## src/rtl/ad9866_pkg.sv

```systemverilog
// ad9866_pkg: shared constants, frame layout and helpers for the AD9866
// configuration-port target.
//   - bus widths (address, data, frame)
//   - R/W bit position inside a frame
//   - register address constants used by the RX/TX paths
//   - ad9866_frame_t: decoded view of a 16-bit instruction/data frame
//   - ad9866_addr_ok(): range check against the implemented register count
package ad9866_pkg;

  localparam int AD9866_ADDR_W  = 5;
  localparam int AD9866_DATA_W  = 8;
  localparam int AD9866_FRAME_W = 16;
  localparam int AD9866_RW_BIT  = 15;

  localparam logic [AD9866_ADDR_W-1:0] AD9866_REG_SPI_CFG = 5'h00;
  localparam logic [AD9866_ADDR_W-1:0] AD9866_REG_RX_GAIN = 5'h09;
  localparam logic [AD9866_ADDR_W-1:0] AD9866_REG_TX_GAIN = 5'h0A;

  typedef struct packed {
    logic                     rw;
    logic [1:0]               mode;
    logic [AD9866_ADDR_W-1:0] addr;
    logic [AD9866_DATA_W-1:0] data;
  } ad9866_frame_t;

  // True when addr falls inside the implemented register range.
  function automatic logic ad9866_addr_ok(input logic [AD9866_ADDR_W-1:0] addr,
                                          input int num_regs);
    return (int'(addr) < num_regs);
  endfunction

endpackage

```

## src/rtl/ad9866_regfile.sv

```systemverilog
// ad9866_regfile: shadow register storage for the AD9866 target.
//   clk, reset            : clock, asynchronous active-high reset (all regs 0x00)
//   we, waddr, wdata      : single write port (caller guarantees waddr is in range)
//   spi_raddr / spi_rdata : combinational read port used by the SPI read path
//   loc_raddr / loc_rdata : combinational read port for local logic
// Reads of unimplemented addresses return 0x00.
module ad9866_regfile
  import ad9866_pkg::*;
#(
  parameter int NUM_REGS = 20
) (
  input  logic                     clk,
  input  logic                     reset,
  input  logic                     we,
  input  logic [AD9866_ADDR_W-1:0] waddr,
  input  logic [AD9866_DATA_W-1:0] wdata,
  input  logic [AD9866_ADDR_W-1:0] spi_raddr,
  output logic [AD9866_DATA_W-1:0] spi_rdata,
  input  logic [AD9866_ADDR_W-1:0] loc_raddr,
  output logic [AD9866_DATA_W-1:0] loc_rdata
);

  logic [AD9866_DATA_W-1:0] r_mem [NUM_REGS];

  // Register storage: cleared on reset, one write per cycle.
  always_ff @(posedge clk or posedge reset) begin
    if (reset) begin
      for (int i = 0; i < NUM_REGS; i++) begin
        r_mem[i] <= 8'h00;
      end
    end else if (we) begin
      r_mem[waddr] <= wdata;
    end
  end

  // Read ports: out-of-range addresses read as zero.
  always_comb begin
    spi_rdata = 8'h00;
    loc_rdata = 8'h00;
    if (ad9866_addr_ok(spi_raddr, NUM_REGS)) begin
      spi_rdata = r_mem[spi_raddr];
    end else begin
      spi_rdata = 8'h00;
    end
    if (ad9866_addr_ok(loc_raddr, NUM_REGS)) begin
      loc_rdata = r_mem[loc_raddr];
    end else begin
      loc_rdata = 8'h00;
    end
  end

endmodule

```

## src/rtl/ad9866_spi_target.sv

```systemverilog
// ad9866_spi_target: SPI target modelling the AD9866 configuration port.
// Oversamples sclk/sen_n/sdio on clk, assembles 16-bit R/W frames (MSB first)
// and keeps a shadow register file.
//   clk, reset          : system clock, asynchronous active-high reset
//   sclk, sen_n, sdio   : SPI inputs from the initiator
//   sdo, sdo_oe         : serial read data and its drive enable
//   rd_addr, rd_data    : local combinational read port
//   wr_strobe, wr_addr,
//   wr_data             : one-cycle notification of each committed write
//   frame_err           : one-cycle pulse per discarded frame
module ad9866_spi_target
  import ad9866_pkg::*;
#(
  parameter int NUM_REGS    = 20,
  parameter int SYNC_STAGES = 0
) (
  input  logic                     clk,
  input  logic                     reset,
  input  logic                     sclk,
  input  logic                     sen_n,
  input  logic                     sdio,
  output logic                     sdo,
  output logic                     sdo_oe,
  input  logic [AD9866_ADDR_W-1:0] rd_addr,
  output logic [AD9866_DATA_W-1:0] rd_data,
  output logic                     wr_strobe,
  output logic [AD9866_ADDR_W-1:0] wr_addr,
  output logic [AD9866_DATA_W-1:0] wr_data,
  output logic                     frame_err
);

  logic w_sclk;
  logic w_sen_n;
  logic w_sdio;

  generate
    if (SYNC_STAGES == 0) begin : g_direct
      assign w_sclk  = sclk;
      assign w_sen_n = sen_n;
      assign w_sdio  = sdio;
    end else begin : g_sync
      logic [SYNC_STAGES-1:0] r_sclk_q;
      logic [SYNC_STAGES-1:0] r_sen_q;
      logic [SYNC_STAGES-1:0] r_sdio_q;

      // Input synchronizer chains; sen_n idles high.
      always_ff @(posedge clk or posedge reset) begin
        if (reset) begin
          r_sclk_q <= '0;
          r_sen_q  <= '1;
          r_sdio_q <= '0;
        end else begin
          r_sclk_q <= SYNC_STAGES'({r_sclk_q, sclk});
          r_sen_q  <= SYNC_STAGES'({r_sen_q, sen_n});
          r_sdio_q <= SYNC_STAGES'({r_sdio_q, sdio});
        end
      end

      assign w_sclk  = r_sclk_q[SYNC_STAGES-1];
      assign w_sen_n = r_sen_q[SYNC_STAGES-1];
      assign w_sdio  = r_sdio_q[SYNC_STAGES-1];
    end
  endgenerate

  logic                      r_sclk_prev;
  logic                      r_sen_prev;
  // r_armed is cleared by reset and set once sen_n is seen high, so a frame
  // interrupted by reset is ignored until the initiator starts a new one.
  logic                      r_armed;
  logic                      r_discard;
  logic [4:0]                r_bit_cnt;
  logic [AD9866_FRAME_W-2:0] r_shift;
  logic [AD9866_DATA_W-1:0]  r_sdo_sh;
  logic                      r_sdo_oe;
  logic                      r_wr_strobe;
  logic [AD9866_ADDR_W-1:0]  r_wr_addr;
  logic [AD9866_DATA_W-1:0]  r_wr_data;
  logic                      r_frame_err;

  logic [AD9866_FRAME_W-1:0] w_shift_next;
  ad9866_frame_t             w_frame;
  logic                      w_capture;
  logic                      w_mode_bad;
  logic                      w_overflow;
  logic                      w_abort;
  logic                      w_rd_load;
  logic                      w_wr_en;
  logic [AD9866_DATA_W-1:0]  w_spi_rdata;

  // w_shift_next holds the frame including the bit being captured this cycle,
  // so decisions at bit indices 2, 7 and 15 see the freshly shifted bit.
  assign w_shift_next = {r_shift, w_sdio};
  assign w_frame      = ad9866_frame_t'(w_shift_next);
  assign w_capture    = w_sclk & ~r_sclk_prev & ~w_sen_n & r_armed;

  // After 3 bits, w_shift_next[1:0] are frame bits 14:13.
  assign w_mode_bad = w_capture && !r_discard && (r_bit_cnt == 5'd2) &&
                      (w_shift_next[1:0] != 2'b00);
  assign w_overflow = w_capture && !r_discard && (r_bit_cnt == 5'd16);
  assign w_abort    = w_sen_n && !r_sen_prev && r_armed && !r_discard &&
                      (r_bit_cnt != 5'd16);

  // After 8 bits, the low byte of w_shift_next is frame bits 15:8.
  assign w_rd_load = w_capture && !r_discard && (r_bit_cnt == 5'd7) &&
                     w_shift_next[AD9866_RW_BIT-AD9866_DATA_W];
  assign w_wr_en   = w_capture && !r_discard && (r_bit_cnt == 5'd15) &&
                     !w_frame.rw && (w_frame.mode == 2'b00) &&
                     ad9866_addr_ok(w_frame.addr, NUM_REGS);

  ad9866_regfile #(
    .NUM_REGS (NUM_REGS)
  ) u_regfile (
    .clk       (clk),
    .reset     (reset),
    .we        (w_wr_en),
    .waddr     (w_frame.addr),
    .wdata     (w_frame.data),
    .spi_raddr (w_shift_next[AD9866_ADDR_W-1:0]),
    .spi_rdata (w_spi_rdata),
    .loc_raddr (rd_addr),
    .loc_rdata (rd_data)
  );

  // Frame sequencer: bit capture, read shifter, write notification, errors.
  always_ff @(posedge clk or posedge reset) begin
    if (reset) begin
      r_sclk_prev <= 1'b0;
      r_sen_prev  <= 1'b1;
      r_armed     <= 1'b0;
      r_discard   <= 1'b0;
      r_bit_cnt   <= 5'd0;
      r_shift     <= '0;
      r_sdo_sh    <= 8'h00;
      r_sdo_oe    <= 1'b0;
      r_wr_strobe <= 1'b0;
      r_wr_addr   <= 5'd0;
      r_wr_data   <= 8'h00;
      r_frame_err <= 1'b0;
    end else begin
      r_sclk_prev <= w_sclk;
      r_sen_prev  <= w_sen_n;
      r_frame_err <= w_mode_bad | w_overflow | w_abort;
      r_wr_strobe <= w_wr_en;
      if (w_wr_en) begin
        r_wr_addr <= w_frame.addr;
        r_wr_data <= w_frame.data;
      end

      if (w_sen_n) begin
        r_armed   <= 1'b1;
        r_discard <= 1'b0;
        r_bit_cnt <= 5'd0;
        r_shift   <= '0;
        r_sdo_sh  <= 8'h00;
        r_sdo_oe  <= 1'b0;
      end else if (w_capture) begin
        if (w_mode_bad || w_overflow) begin
          r_discard <= 1'b1;
        end
        // Bits beyond the 16th are dropped and the counter saturates.
        if (r_bit_cnt != 5'd16) begin
          r_bit_cnt <= r_bit_cnt + 5'd1;
          r_shift   <= w_shift_next[AD9866_FRAME_W-2:0];
          if (w_rd_load) begin
            r_sdo_sh <= w_spi_rdata;
            r_sdo_oe <= 1'b1;
          end else begin
            r_sdo_sh <= {r_sdo_sh[AD9866_DATA_W-2:0], 1'b0};
          end
        end
      end
    end
  end

  assign sdo       = r_sdo_sh[AD9866_DATA_W-1];
  assign sdo_oe    = r_sdo_oe;
  assign wr_strobe = r_wr_strobe;
  assign wr_addr   = r_wr_addr;
  assign wr_data   = r_wr_data;
  assign frame_err = r_frame_err;

endmodule

```

## config.mk

```make
export PLATFORM = sky130hd
export DESIGN_NAME = ad9866_spi_target
export DESIGN_NICKNAME = d
export VERILOG_FILES = /design/src/rtl/ad9866_pkg.sv /design/src/rtl/ad9866_regfile.sv /design/src/rtl/ad9866_spi_target.sv
export SDC_FILE = /design/constraint.sdc
export NUM_CORES = 1
export LEC_CHECK = 0
export CAP_MARGIN = 30
export CORE_UTILIZATION = 25
export CTS_CLUSTER_SIZE = 14
export DETAILED_ROUTE_END_ITERATION = 8
export GPL_TIMING_DRIVEN = 0
export PLACE_DENSITY = 0.42
export SLEW_MARGIN = 20
export SYNTH_ARGS = -nofsm -noshare
export SYNTH_HDL_FRONTEND = slang
export SYNTH_SLANG_ARGS = --single-unit
```

## constraint.sdc

```tcl
create_clock -name clk -period 7.9 [get_ports clk]
set_input_delay 0.79 -clock clk [delete_from_list [all_inputs] [get_ports clk]]
set_output_delay 0.79 -clock clk [all_outputs]
set_load 0.01 [all_outputs]
```

# Word-level counts from Yosys, hierarchy flattened

Cells that the tools add are included.

Bits in registers: 208
Bits of input ports: 10
Output and inout port bits: 25
Word-level logic and storage cells: 111

Add/subtract/negate cells: 1
Order comparisons: 7
Equality and inequality tests: 5
Multiplexer cells: 28
Bitwise operators: 10
Reductions and logical operators: 28

Operator list:

| kind                                                       | count |
|---|---|
| bitwise mux 160 bit                                        | 1 |
| 2-to-1 mux 8 bit                                           | 11 |
| binary-select mux 8 bit (select 5 bit)                     | 2 |
| 2-to-1 mux 15 bit                                          | 3 |
| demux 8 bit (select 5 bit)                                 | 1 |
| greater-or-equal comparator 6 bit, second input constant   | 3 |
| NOT 5 -> 6 bit                                             | 3 |
| logical AND 1 bit                                          | 15 |
| less-than comparator 5 bit, second input constant          | 3 |
| 2-to-1 mux 5 bit                                           | 3 |
| nonzero test 2 bit                                         | 5 |
| 2-to-1 mux 1 bit                                           | 7 |
| less-than comparator 6 x 1 -> 1 bit, second input constant | 1 |
| adder 5 x 1 -> 5 bit, second input constant                | 1 |
| == test 5 x 2 -> 1 bit, second input constant              | 1 |
| == test 5 x 3 -> 1 bit, second input constant              | 1 |
| == test 5 x 4 -> 1 bit, second input constant              | 1 |
| == test 5 bit, second input constant                       | 1 |
| != test 5 bit, second input constant                       | 1 |
| AND reduction 2 bit                                        | 2 |
| AND 1 bit                                                  | 3 |
| zero test 1 bit                                            | 3 |
| AND reduction 3 bit                                        | 1 |
| zero test 2 bit                                            | 1 |
| other kinds (3)                                            | 5 |

# Longest topological paths before layout

Gate-level depths: netlist (run 1).

Word-level depth: 11
Gate-level depth with buffers: 8
Depth with buffers taken out: 7

# Cells and area by module

Synthesis (run 1) repeated with hierarchy kept, for this count alone.

Cell total of the unflattened synthesis: 894
Area, all modules: 10856.7 sq um

By module, submodules not included:

| module            | instances | cells an instance | area each (sq um) | sequential area each (sq um) |
|---|---|---|---|---|
| ad9866_regfile    | 1         | 707               | 8782.2            | 4003.8 |
| ad9866_spi_target | 1         | 187               | 2074.5            | 1202.4 |

# Worst setup path after synthesis (run 1)

No wires, ideal clock.

Path kind: input to output
Start point: in rd_addr[0]
End point: out rd_data[5]
Arrival time: 2.350 ns
Data required time: 7.110 ns
Setup slack: 4.760 ns
Stages: 6
Buffers on the path: 3
Path through: buf_2 -> buf_2 -> buf_2 -> mux4_2 -> a22oi_1 -> o21ai_0

Longest elaborated chain between the ends: 5
Elaborated cells between the ends (all ways): 6
Classes of those cells: 1 x order compare; 4 x mux; 1 x bitwise

RTL lines:

| what                                                | RTL line                | text |
|---|---|---|
| start: declaration                                  | ad9866_spi_target.sv:24 | `input logic [AD9866_ADDR_W-1:0] rd_addr,` |
| NOT 5 -> 6 bit (not written as such)                | ad9866_regfile.sv:46    | `loc_rdata = r_mem[loc_raddr];` |
| binary-select mux 8 bit (select 5 bit)              | ad9866_regfile.sv:46    |  |
| 2-to-1 mux 8 bit (not written as such) (2 in a row) | ad9866_regfile.sv:46    |  |
| 2-to-1 mux 8 bit *                                  | ad9866_regfile.sv:45    | `if (ad9866_addr_ok(loc_raddr, NUM_REGS)) begin` |
| end: declaration                                    | ad9866_spi_target.sv:25 | `output logic [AD9866_DATA_W-1:0] rd_data,` |

Mark *: on every way between the ends. The rest lies on a longest branch, timed or not. The select of a mux whose other input is x is not followed.

# Worst setup path after layout (run 1)

Start point: in rd_addr[4]
End point: out rd_data[3]

Same word-level chain as after synthesis.

==> flow_summary.json, run 1 <==
{
  "slew_viol_final": 0,
  "final_util": 0.302,
  "holdWs_ns": 0.493,
  "netlist_instances": 757,
  "cts-root-buf": "clkbuf_16",
  "start_util": 0.256,
  "rows": 75,
  "grt_pass1_vias": 7305,
  "synth_cell_types": 41,
  "timing.final.crit_share": 0.558,
  "clk_pin_slew_worst_paths_ns": 0.06,
  "grtUsageTotal": 0.161,
  "drc": 0,
  "vias": 6931,
  "cp_max_fo": 10,
  "clockBufferDepth": 3,
  "worstSetupPathType": "input port to output pin",
  "dpl.hpwl_um": 23100,
  "cp.required_ns": 7.11,
  "rrSetupSlack_ns": 4.83,
  "dr.first_iter.drc_count": 491,
  "skew_ns": 0.0218,
  "hold_class": "flop to flop",
  "core_mm2": 0.0422,
  "r2r_start": "r_bit_cnt[1]",
  "cap_violations": 0,
  "ios": 35,
  "ys_ff_latch": 208,
  "gr-total-overflow": 0,
  "startpoint_type": "input port",
  "vias_per_cell": 5.03,
  "layout_setup_ws_ns": 3.49,
  "antenna_found_initial": 0,
  "grt_first_pass_wirelength_um": 51500,
  "setup-tns-final_ns": 0,
  "fin_area_mm2": 0.0127,
  "holdPathStages": 1,
  "ys_seq_area_frac": 0.482,
  "die_w_um": 210,
  "nets": 832,
  "max_slew_margin": 0.377,
  "worstSkewPairLatency_ns": 0.56,
  "min_from": "r_armed",
  "dpl-instance-area_mm2": 0.0118,
  "io_buffers": 29,
  "place_congestion": 0.811,
  "synth-warning-count": 0,
  "drive_gt1_frac": 0.427,
  "period_needed_ns": 4.41,
  "fmax_mhz": 227,
  "ys_top_cells_by_area": "dfrtp_1 48%, mux2_2 19%, mux4_2 17%",
  "worstMarginPinSlew_ns": 0.934,
  "outcome": "finished clean",
  "crit-reg2reg-capture": "u_regfile.r_mem[99]",
  "grt_max_degree": 95,
  "cts_tree": "done",
  "setup_viol": 0,
  "wl_per_cell_um": 24.8,
  "synth_top_area_frac": 0.480,
  "detail-route-antenna-nets": 0,
  "power-per-cell-area_mw_per_mm2": 191,
  "firstDrtPassIters": 4,
  "ctsHoldBuffers": 0,
  "arrival_ns": 3.62,
  "whs_endpoint": "r_armed",
  "rsz0062_at_grt": "false",
  "vdd_drop_max_mv": 0.127,
  "syn_nets": 771,
  "pre_cts_slack_ns": 3.49,
  "cts_buffers": 26,
  "end_kind": "output pin",
  "cts.sinks": 208,
  "ctsResizeCount": 0,
  "drt_wl_total_um": 34200,
  "fp.dieArea_mm2": 0.0440,
  "p_leak_nw": 5.47,
  "hold_viol": 0,
  "htreeDepth": 1,
  "antenna_cells": 0,
  "dieHeight_um": 210,
  "post-synth-top-area-cell": "dfrtp_1",
  "areaGrowthSynthToFinish_pct": 18.1,
  "reg2reg_depth": 7,
  "syn_avg_cell_area_um2": 14.3,
  "postCtsSetupRepairBufs": 0,
  "synth_area_mm2": 0.0108
}
==> per-stage QoR <==
step	instances	total power, mW
final	1377	2.43
after global routing	1377	2.52
after CTS	1377	2.47
after detailed placement	1329	1.20
after global placement	1325	1.20
after floorplan	757	1.15
==> worst max-delay path, stage by stage <==
cell and delay [ns]:
clkbuf_1 0.65, buf_1 0.74, mux4_2 0.35, mux2i_1 0.07, o21ai_0 0.39, clkdlybuf4s50_1 0.63
==> sequential cells by signal, indices dropped and copies added (netlist names) <==
register,cells
wr_strobe,1
r_shift,15
r_sdo_sh,8
r_sclk_prev,1
r_sen_prev,1
wr_data,8
sdo_oe,1
u_regfile.r_mem,160
r_bit_cnt,5
wr_addr,5
r_discard,1
frame_err,1
r_armed,1
==> cell families after synthesis <==
group / Yosys count / synth area share
AO/OA/AOI/OAI: 66 / 0.0409
buffers and inverters: 79 / 0.0296
adder cells (fa/ha/maj): 4 / 0.00464
multiplexers: 278 / 0.372
XOR/XNOR: 2 / 0.00162
AND/OR/NAND/NOR: 120 / 0.0685
flip-flops: 208 / 0.482
==> layout make-up <==
cell class,count,area (um^2)
fill,4269,29500
multi-input combinational,470,5270
sequential,208,5210
clock buffer,36,748
tap,539,674
timing repair buffer,33,358
buffer,57,238
clock inverter,12,154
inverter,22,90.1
==> synthesized netlist by cell type (all sizes together) <==
master   count
nor4bb       2
o21ai       26
a21o         1
a211o        8
o221ai       7
clkbuf      37
inv         22
nand2       31
nand3        4
buf         20
o2111ai      7
nand4        6
dfrtp      207
and3         1
nor3         1
xor2         2
or4b         1
nand2b      25
mux2       186
mux4        80
ha           4
dfstp        1
nand4bb      2
or2          2
nor2b        4
nand3b       2
mux2i       12
nor2        28
a21oi        6
nor4b        1
a22oi        8
nand4b       3
and2         2
nor3b        5
o31ai        2
o22ai        1
==> worst max-delay path by stage <==
stage / startpoint / end / slack [ns] / cells after the start
3_3_place_gp: reset / wr_strobe / -2.09 / 2
4_1_cts: rd_addr[4] / rd_data[3] / 3.47 / 6
5_1_grt: rd_addr[4] / rd_data[3] / 3.29 / 6
6_report: rd_addr[4] / rd_data[3] / 3.49 / 6
2_1_floorplan: reset / frame_err / 1.43 / 1
3_5_place_dp: rd_addr[4] / rd_data[3] / 3.49 / 6
==> layout by cell type (no fill, tap or decap), types with 4 or more instances in the layout <==
| cell type | count |
|---|---|
| inv_1 | 21 |
| mux2i_1 | 12 |
| buf_2 | 14 |
| nor2_1 | 11 |
| a21oi_1 | 6 |
| nor2b_1 | 4 |
| o221ai_1 | 7 |
| nor2_2 | 17 |
| buf_1 | 5 |
| clkinv_2 | 5 |
| nand2b_1 | 25 |
| nand4_1 | 5 |
| dfrtp_1 | 207 |
| ha_1 | 4 |
| clkbuf_8 | 6 |
| a211o_1 | 8 |
| clkbuf_1 | 41 |
| clkdlybuf4s50_1 | 29 |
| a22oi_1 | 8 |
| nand3_1 | 4 |
| o2111ai_1 | 7 |
| clkbuf_16 | 26 |
| o21ai_0 | 26 |
| mux2_2 | 186 |
| mux4_2 | 80 |
| nand2_1 | 31 |
==> per-layer routing <==
layer | wire, um | part of all wire | GRT usage | up-vias
li1 | - | - | - | 2983
met1 | 16200 | 0.47 | 0.229 | 3761
met2 | 16000 | 0.47 | 0.253 | 144
met3 | 1220 | 0.036 | 0.0204 | 43
met4 | 816 | 0.024 | 0.0486 | 0
met5 | 0 | 0 | 0 | -
==> report_power, final <==
group	internal [mW]	switching, mW
clock network	0.760	0.494
registers	1.07	0.00120
logic	0.0313	0.0769
(Power assumes the default switching activity.)
==> run 2, diff against run 1 <==
==> constraint.sdc (replaced) <==
create_clock -name clk -period 4.1 [get_ports clk]
set_input_delay 0.41 -clock clk [delete_from_list [all_inputs] [get_ports clk]]
set_output_delay 0.41 -clock clk [all_outputs]
set_load 0.01 [all_outputs]
==> run 2 against run 1 <==
  * Clock-buffer cell count rose by 1
  * Combinational power rose by 100%
  * Global-route usage rose by 0.13 points
  * Core utilization fell by 0.059 points
  * Register-to-register slack got worse by 3.8 ns
  * Critical path depth did not move
  * Die area did not move
  * Routed wire length rose by 0.88%
==> flow_summary.json, run 2 (synthesis results as in run 1) <==
{
  "ctsResizeCount": 0,
  "rsz0062_at_grt": "false",
  "drive_gt1_frac": 0.423,
  "worstMarginPinSlew_ns": 0.993,
  "start_util": 0.256,
  "largest_reg_flops": 160,
  "dr.first_iter.drc_count": 374,
  "cap_violations": 0,
  "nets": 836,
  "power-per-cell-area_mw_per_mm2": 353,
  "areaGrowthSynthToFinish_pct": 17.8,
  "vdd_drop_max_mv": 0.168,
  "max_slew_margin": 0.338,
  "mostFrequentLayoutCell": "dfrtp_1",
  "postCtsSetupRepairBufs": 0,
  "arrival_ns": 3.32,
  "reg_top3": "u_regfile.r_mem: 160 flops, r_shift: 15 flops",
  "fp.dieArea_mm2": 0.0440,
  "htreeDepth": 1,
  "io_buffers": 29,
  "pre_cts_slack_ns": 0.375,
  "grt_max_degree": 32,
  "startpoint_type": "input port",
  "vias_per_cell": 4.98,
  "place_congestion": 0.810,
  "holdWs_ns": 0.322,
  "clockBufferDepth": 3,
  "drc": 0,
  "cts_tree": "done",
  "dpl-instance-area_mm2": 0.0119,
  "period_needed_ns": 3.73,
  "wl_per_cell_um": 25.1,
  "dieHeight_um": 210,
  "timing.final.crit_share": 0.910,
  "ios": 35,
  "die_w_um": 210,
  "fmax_mhz": 268,
  "p_leak_nw": 5.46,
  "grt_pass1_vias": 7316,
  "clk_pin_slew_worst_paths_ns": 0.06,
  "dpl.hpwl_um": 23500,
  "outcome": "finished clean",
  "slew_viol_final": 0,
  "end_kind": "output pin",
  "antenna_found_initial": 0,
  "layout_setup_ws_ns": 0.369,
  "cts.sinks": 208,
  "grt_first_pass_wirelength_um": 52000,
  "ctsHoldBuffers": 0,
  "skew_ns": 0.0177,
  "drt_wl_total_um": 34500,
  "core_mm2": 0.0422,
  "cp.required_ns": 3.69,
  "setup_viol": 0,
  "cts-root-buf": "clkbuf_16",
  "vias": 6859,
  "hold_viol": 0,
  "gr-total-overflow": 0,
  "fin_area_mm2": 0.0127,
  "firstDrtPassIters": 4,
  "regMostFlops": "u_regfile.r_mem",
  "worstSkewPairLatency_ns": 0.53,
  "worstSetupPathType": "input port to output pin",
  "rows": 75,
  "cp_max_fo": 10,
  "hold_class": "input port to async pin",
  "cts_buffers": 25,
  "mostFrequentLayoutCells": "207 x dfrtp_1, 186 x mux2_2, 80 x mux4_2, 44 x clkbuf_1, 31 x nand2_1",
  "antenna_cells": 0,
  "grtUsageTotal": 0.162,
  "detail-route-antenna-nets": 0
}
run 2: final timing paths:
kind	startpoint	to	slack, ns	cells after the start
setup / recovery	rd_addr[4]	rd_data[3]	0.37	6
hold / removal	reset	wr_data[5]	0.32	2
setup reg to reg	r_bit_cnt[1]	u_regfile.r_mem[37]	1.08	7
hold reg to reg	r_armed	r_armed	0.49	1
max in group asynchronous	reset	r_shift[13]	2.95	4
min in group clk	sclk	r_sclk_prev	0.38	1
run 2: per-layer routing:
layer / up-vias / share of wire / track usage
met1: 3699 / 0.48 / 0.232
met5: - / 0 / 0
met2: 125 / 0.46 / 0.255
met3: 48 / 0.033 / 0.0206
li1: 2987 / - / -
met4: 0 / 0.026 / 0.0461
run 2: power breakdown:
group          total (mW)  leakage, nW  switching, mW  internal [mW]
Clock                2.21        0.392          0.879           1.33
Sequential           2.06         2.89        0.00215           2.06
Combinational       0.220         2.17          0.151         0.0683
Total                4.49         5.46           1.03           3.45
run 2: area by class of cell:
cell class	count	area, um^2
timing repair buffer	38	443
sequential	208	5210
clock buffer	37	721
buffer	57	238
inverter	22	86.3
fill	4237	29500
clock inverter	5	75.1
multi-input combinational	470	5270
tap	539	674
run 2: critical path: stages:
cell             delay, ns
clkbuf_1              0.65
buf_1                 0.78
mux4_2                0.35
mux2i_1               0.07
o21ai_0               0.42
clkdlybuf4s50_1       0.63
run 2: metrics by stage:
| step | power (mW) | util | std cells | setup TNS, ns |
|---|---|---|---|---|
| after floorplan | 2.23 | - | 757 | 0 |
| after global placement | 2.31 | 0.278 | 1325 | -200.88 |
| after detailed placement | 2.32 | 0.282 | 1334 | 0 |
| after CTS | 4.57 | 0.301 | 1376 | 0 |
| after global routing | 4.66 | 0.301 | 1376 | 0 |
| final | 4.49 | 0.301 | 1376 | 0 |
==> run 3, diff against run 2 <==
--- a/config.mk
+++ b/config.mk
@@ -5,12 +5,14 @@
 export SDC_FILE = /design/constraint.sdc
 export NUM_CORES = 1
 export LEC_CHECK = 0
+export ABC_AREA = 1
 export CAP_MARGIN = 30
 export CORE_UTILIZATION = 25
 export CTS_CLUSTER_SIZE = 14
 export DETAILED_ROUTE_END_ITERATION = 8
 export GPL_TIMING_DRIVEN = 0
 export PLACE_DENSITY = 0.42
+export SETUP_SLACK_MARGIN = 0.05
 export SLEW_MARGIN = 20
 export SYNTH_ARGS = -nofsm -noshare
 export SYNTH_HDL_FRONTEND = slang
==> run 3 against run 2 <==
  * Register-to-register slack gained 0.26 ns
  * Largest power group unchanged
  * Non-clock buffer count up 46
  * Hold slack worse by 0.23 ns
  * Sequential share of layout area shrank 4.0 points
  * Synthesized cell count increased by 120%
  * Critical path type unchanged
  * Critical endpoint is now rd_data[6]
  * Fmax decreased by 0.70%
==> flow_summary.json, run 3 <==
{
  "holdWs_ns": 0.0874,
  "mostFrequentLayoutCell": "nand2_1",
  "end_kind": "output pin",
  "synth_area_mm2": 0.0119,
  "postCtsSetupRepairBufs": 0,
  "pwr-share-seq": 0.418,
  "synth-simple-area-share": 0.241,
  "antenna_cells": 0,
  "rrSetupSlack_ns": 1.34,
  "ys_async_sr_fraction": 1.00,
  "synth_xor_xnor_area_share": 0.000737,
  "vdd_drop_max_mv": 0.255,
  "clk_pin_slew_worst_paths_ns": 0.05,
  "layout_setup_ws_ns": 0.342,
  "io_buffers": 32,
  "grt_max_degree": 31,
  "place_congestion": 0.897,
  "grt_first_pass_wirelength_um": 70100,
  "synth-warning-count": 0,
  "areaGrowthSynthToFinish_pct": 18.6,
  "muxShareOfSynthArea": 0,
  "p_clk_frac": 0.490,
  "ctsHoldBuffers": 0,
  "power_switching_share": 0.270,
  "dr.first_iter.drc_count": 902,
  "hold_viol": 0,
  "slew_viol_final": 0,
  "cts.sinks": 208,
  "drt_wl_total_um": 46900,
  "synth_fa_ha_area_frac": 0.00421,
  "worstSkewPairLatency_ns": 0.58,
  "final_util": 0.302,
  "cp_max_fo": 10,
  "ys_top_cells_by_area": "dfrtp_1 44%, nand2_1 15%, inv_1 10%",
  "critPathLaunch": "rd_addr[1]",
  "mostFrequentLayoutCells": "467 x nand2_1, 316 x inv_1, 207 x dfrtp_1, 178 x o21ai_0, 123 x nand3_1",
  "fmax_mhz": 266,
  "core_mm2": 0.0468,
  "cap_violations": 0,
  "pre_cts_slack_ns": 0.284,
  "gr-total-overflow": 0,
  "start_util": 0.254,
  "ctsResizeCount": 0,
  "startpoint_type": "input port",
  "combPwrFrac": 0.093,
  "wl_per_cell_um": 19.6,
  "p_leak_nw": 6.57,
  "netSwitchingPower_mw": 1.34,
  "fill_cells": 5102,
  "rsz0062_at_grt": "false",
  "grtUsageTotal": 0.197,
  "worstSetupPathType": "input port to output pin",
  "dieHeight_um": 220,
  "yosysMostFrequentCell": "nand2_1",
  "synth_compound_area_frac": 0.171,
  "cp.required_ns": 3.69,
  "ys_seq_area_frac": 0.438,
  "cts_tree": "done",
  "intPower_mw": 3.62,
  "period_needed_ns": 3.76,
  "syn_nets": 1706,
  "outcome": "finished clean",
  "dpl.hpwl_um": 34600,
  "synth_cell_types": 34,
  "ios": 35,
  "netlist_instances": 1692,
  "reg_top3": "u_regfile.r_mem: 160 flops, r_shift: 15 flops",
  "multi_input_area_mm2": 0.00495,
  "synth_enable_flop_cells": 0,
  "die_w_um": 220,
  "nets": 1780,
  "synthTopCellsByCount": "467 x nand2_1, 317 x inv_1, 207 x dfrtp_1",
  "antenna_found_initial": 0,
  "grt_pass1_vias": 10900,
  "drive_gt1_frac": 0.0755,
  "synth_flop_cell": "dfrtp_1",
  "clockBufferDepth": 3,
  "max_slew_margin": 0.339,
  "worstMarginPinSlew_ns": 0.992,
  "final-seq-area_mm2": 0.00521,
  "power-per-cell-area_mw_per_mm2": 352,
  "cts_buffers": 27,
  "skew_ns": 0.0158,
  "vias_per_cell": 4.67,
  "setup_viol": 0,
  "firstDrtPassIters": 5,
  "arrival_ns": 3.35,
  "largest_reg_flops": 160,
  "rows": 79,
  "ys_ff_latch": 208,
  "power_mw": 4.96,
  "r2r_start": "r_bit_cnt[0]",
  "synth_top_area_frac": 0.436,
  "drc": 0,
  "post-synth-top-area-cell": "dfrtp_1",
  "detail-route-antenna-nets": 0,
  "fp.dieArea_mm2": 0.0484,
  "timing.final.crit_share": 0.916,
  "cts-root-buf": "clkbuf_16",
  "synth_top_family_by_area": "simple AND/OR/NAND/NOR gates",
  "syn_avg_cell_area_um2": 7.03,
  "hold_class": "input port to async pin",
  "vias": 11200,
  "regMostFlops": "u_regfile.r_mem",
  "htreeDepth": 1
}
## run 3: cells by family (layout without fill, tap and decap cells)
kind of cell / count (synthesis) / count (layout)
flops: 208 / 208
compound gates: 398 / 398
simple gates: 654 / 654
fa+ha+maj: 4 / 4
xor+xnor: 1 / 1
buf+inv: 427 / 522
## run 3: cell type report
type	count	share of cell area
clock buffers	39	0.0547
multi-input cells	1057	0.351
plain buffers	96	0.0346
inverters	331	0.0884
clock inverters	11	0.00914
well taps	607	0.0539
repair buffers	45	0.0389
flip-flops and latches	208	0.369
## run 3: metal layers
| metal | up-vias | share of wire | GRT usage | wire (um) |
|---|---|---|---|---|
| met2 | 348 | 0.45 | 0.311 | 21100 |
| met1 | 5312 | 0.46 | 0.272 | 21600 |
| met5 | - | 0 | 0 | 0 |
| met3 | 84 | 0.053 | 0.0287 | 2460 |
| met4 | 0 | 0.038 | 0.0738 | 1800 |
| li1 | 5433 | - | - | - |
## run 3: stage by stage
stage          std cells  TNS, ns  area (um^2)
2_1_floorplan       1692        0        11900
5_1_grt             2394        0        14100
4_1_cts             2392        0        14100
6_report            2394        0        14100
3_3_place_gp        2331  -214.63        13000
3_5_place_dp        2342        0        13200
## run 3: final timing paths
check	end	cells past startpoint
min in group clk	r_sclk_prev	1
max in group asynchronous	u_regfile.r_mem[49]	6
setup reg to reg	u_regfile.r_mem[135]	12
hold reg to reg	r_sdo_sh[0]	2
hold / removal	u_regfile.r_mem[115]	2
setup / recovery	rd_data[6]	11
## run 3: critical path: stages
cell             delay [ns]
clkdlybuf4s50_1        0.59
clkbuf_1               0.57
clkbuf_1               0.53
a21oi_1                0.09
o21ai_0                0.15
nand2_1                0.10
nand2_1                0.06
nand3_1                0.19
nand2_1                0.11
nand2_1                0.06
clkdlybuf4s50_1        0.48
## run 3: power groups by stage
stage / Clock (mW) / Sequential, mW / Combinational (mW)
after floorplan: 0 / 2.11 / 0.243
after global placement: 0 / 2.11 / 0.437
after detailed placement: 0 / 2.11 / 0.458
after CTS: 2.50 / 2.07 / 0.459
after global routing: 2.56 / 2.07 / 0.499
final: 2.43 / 2.07 / 0.460
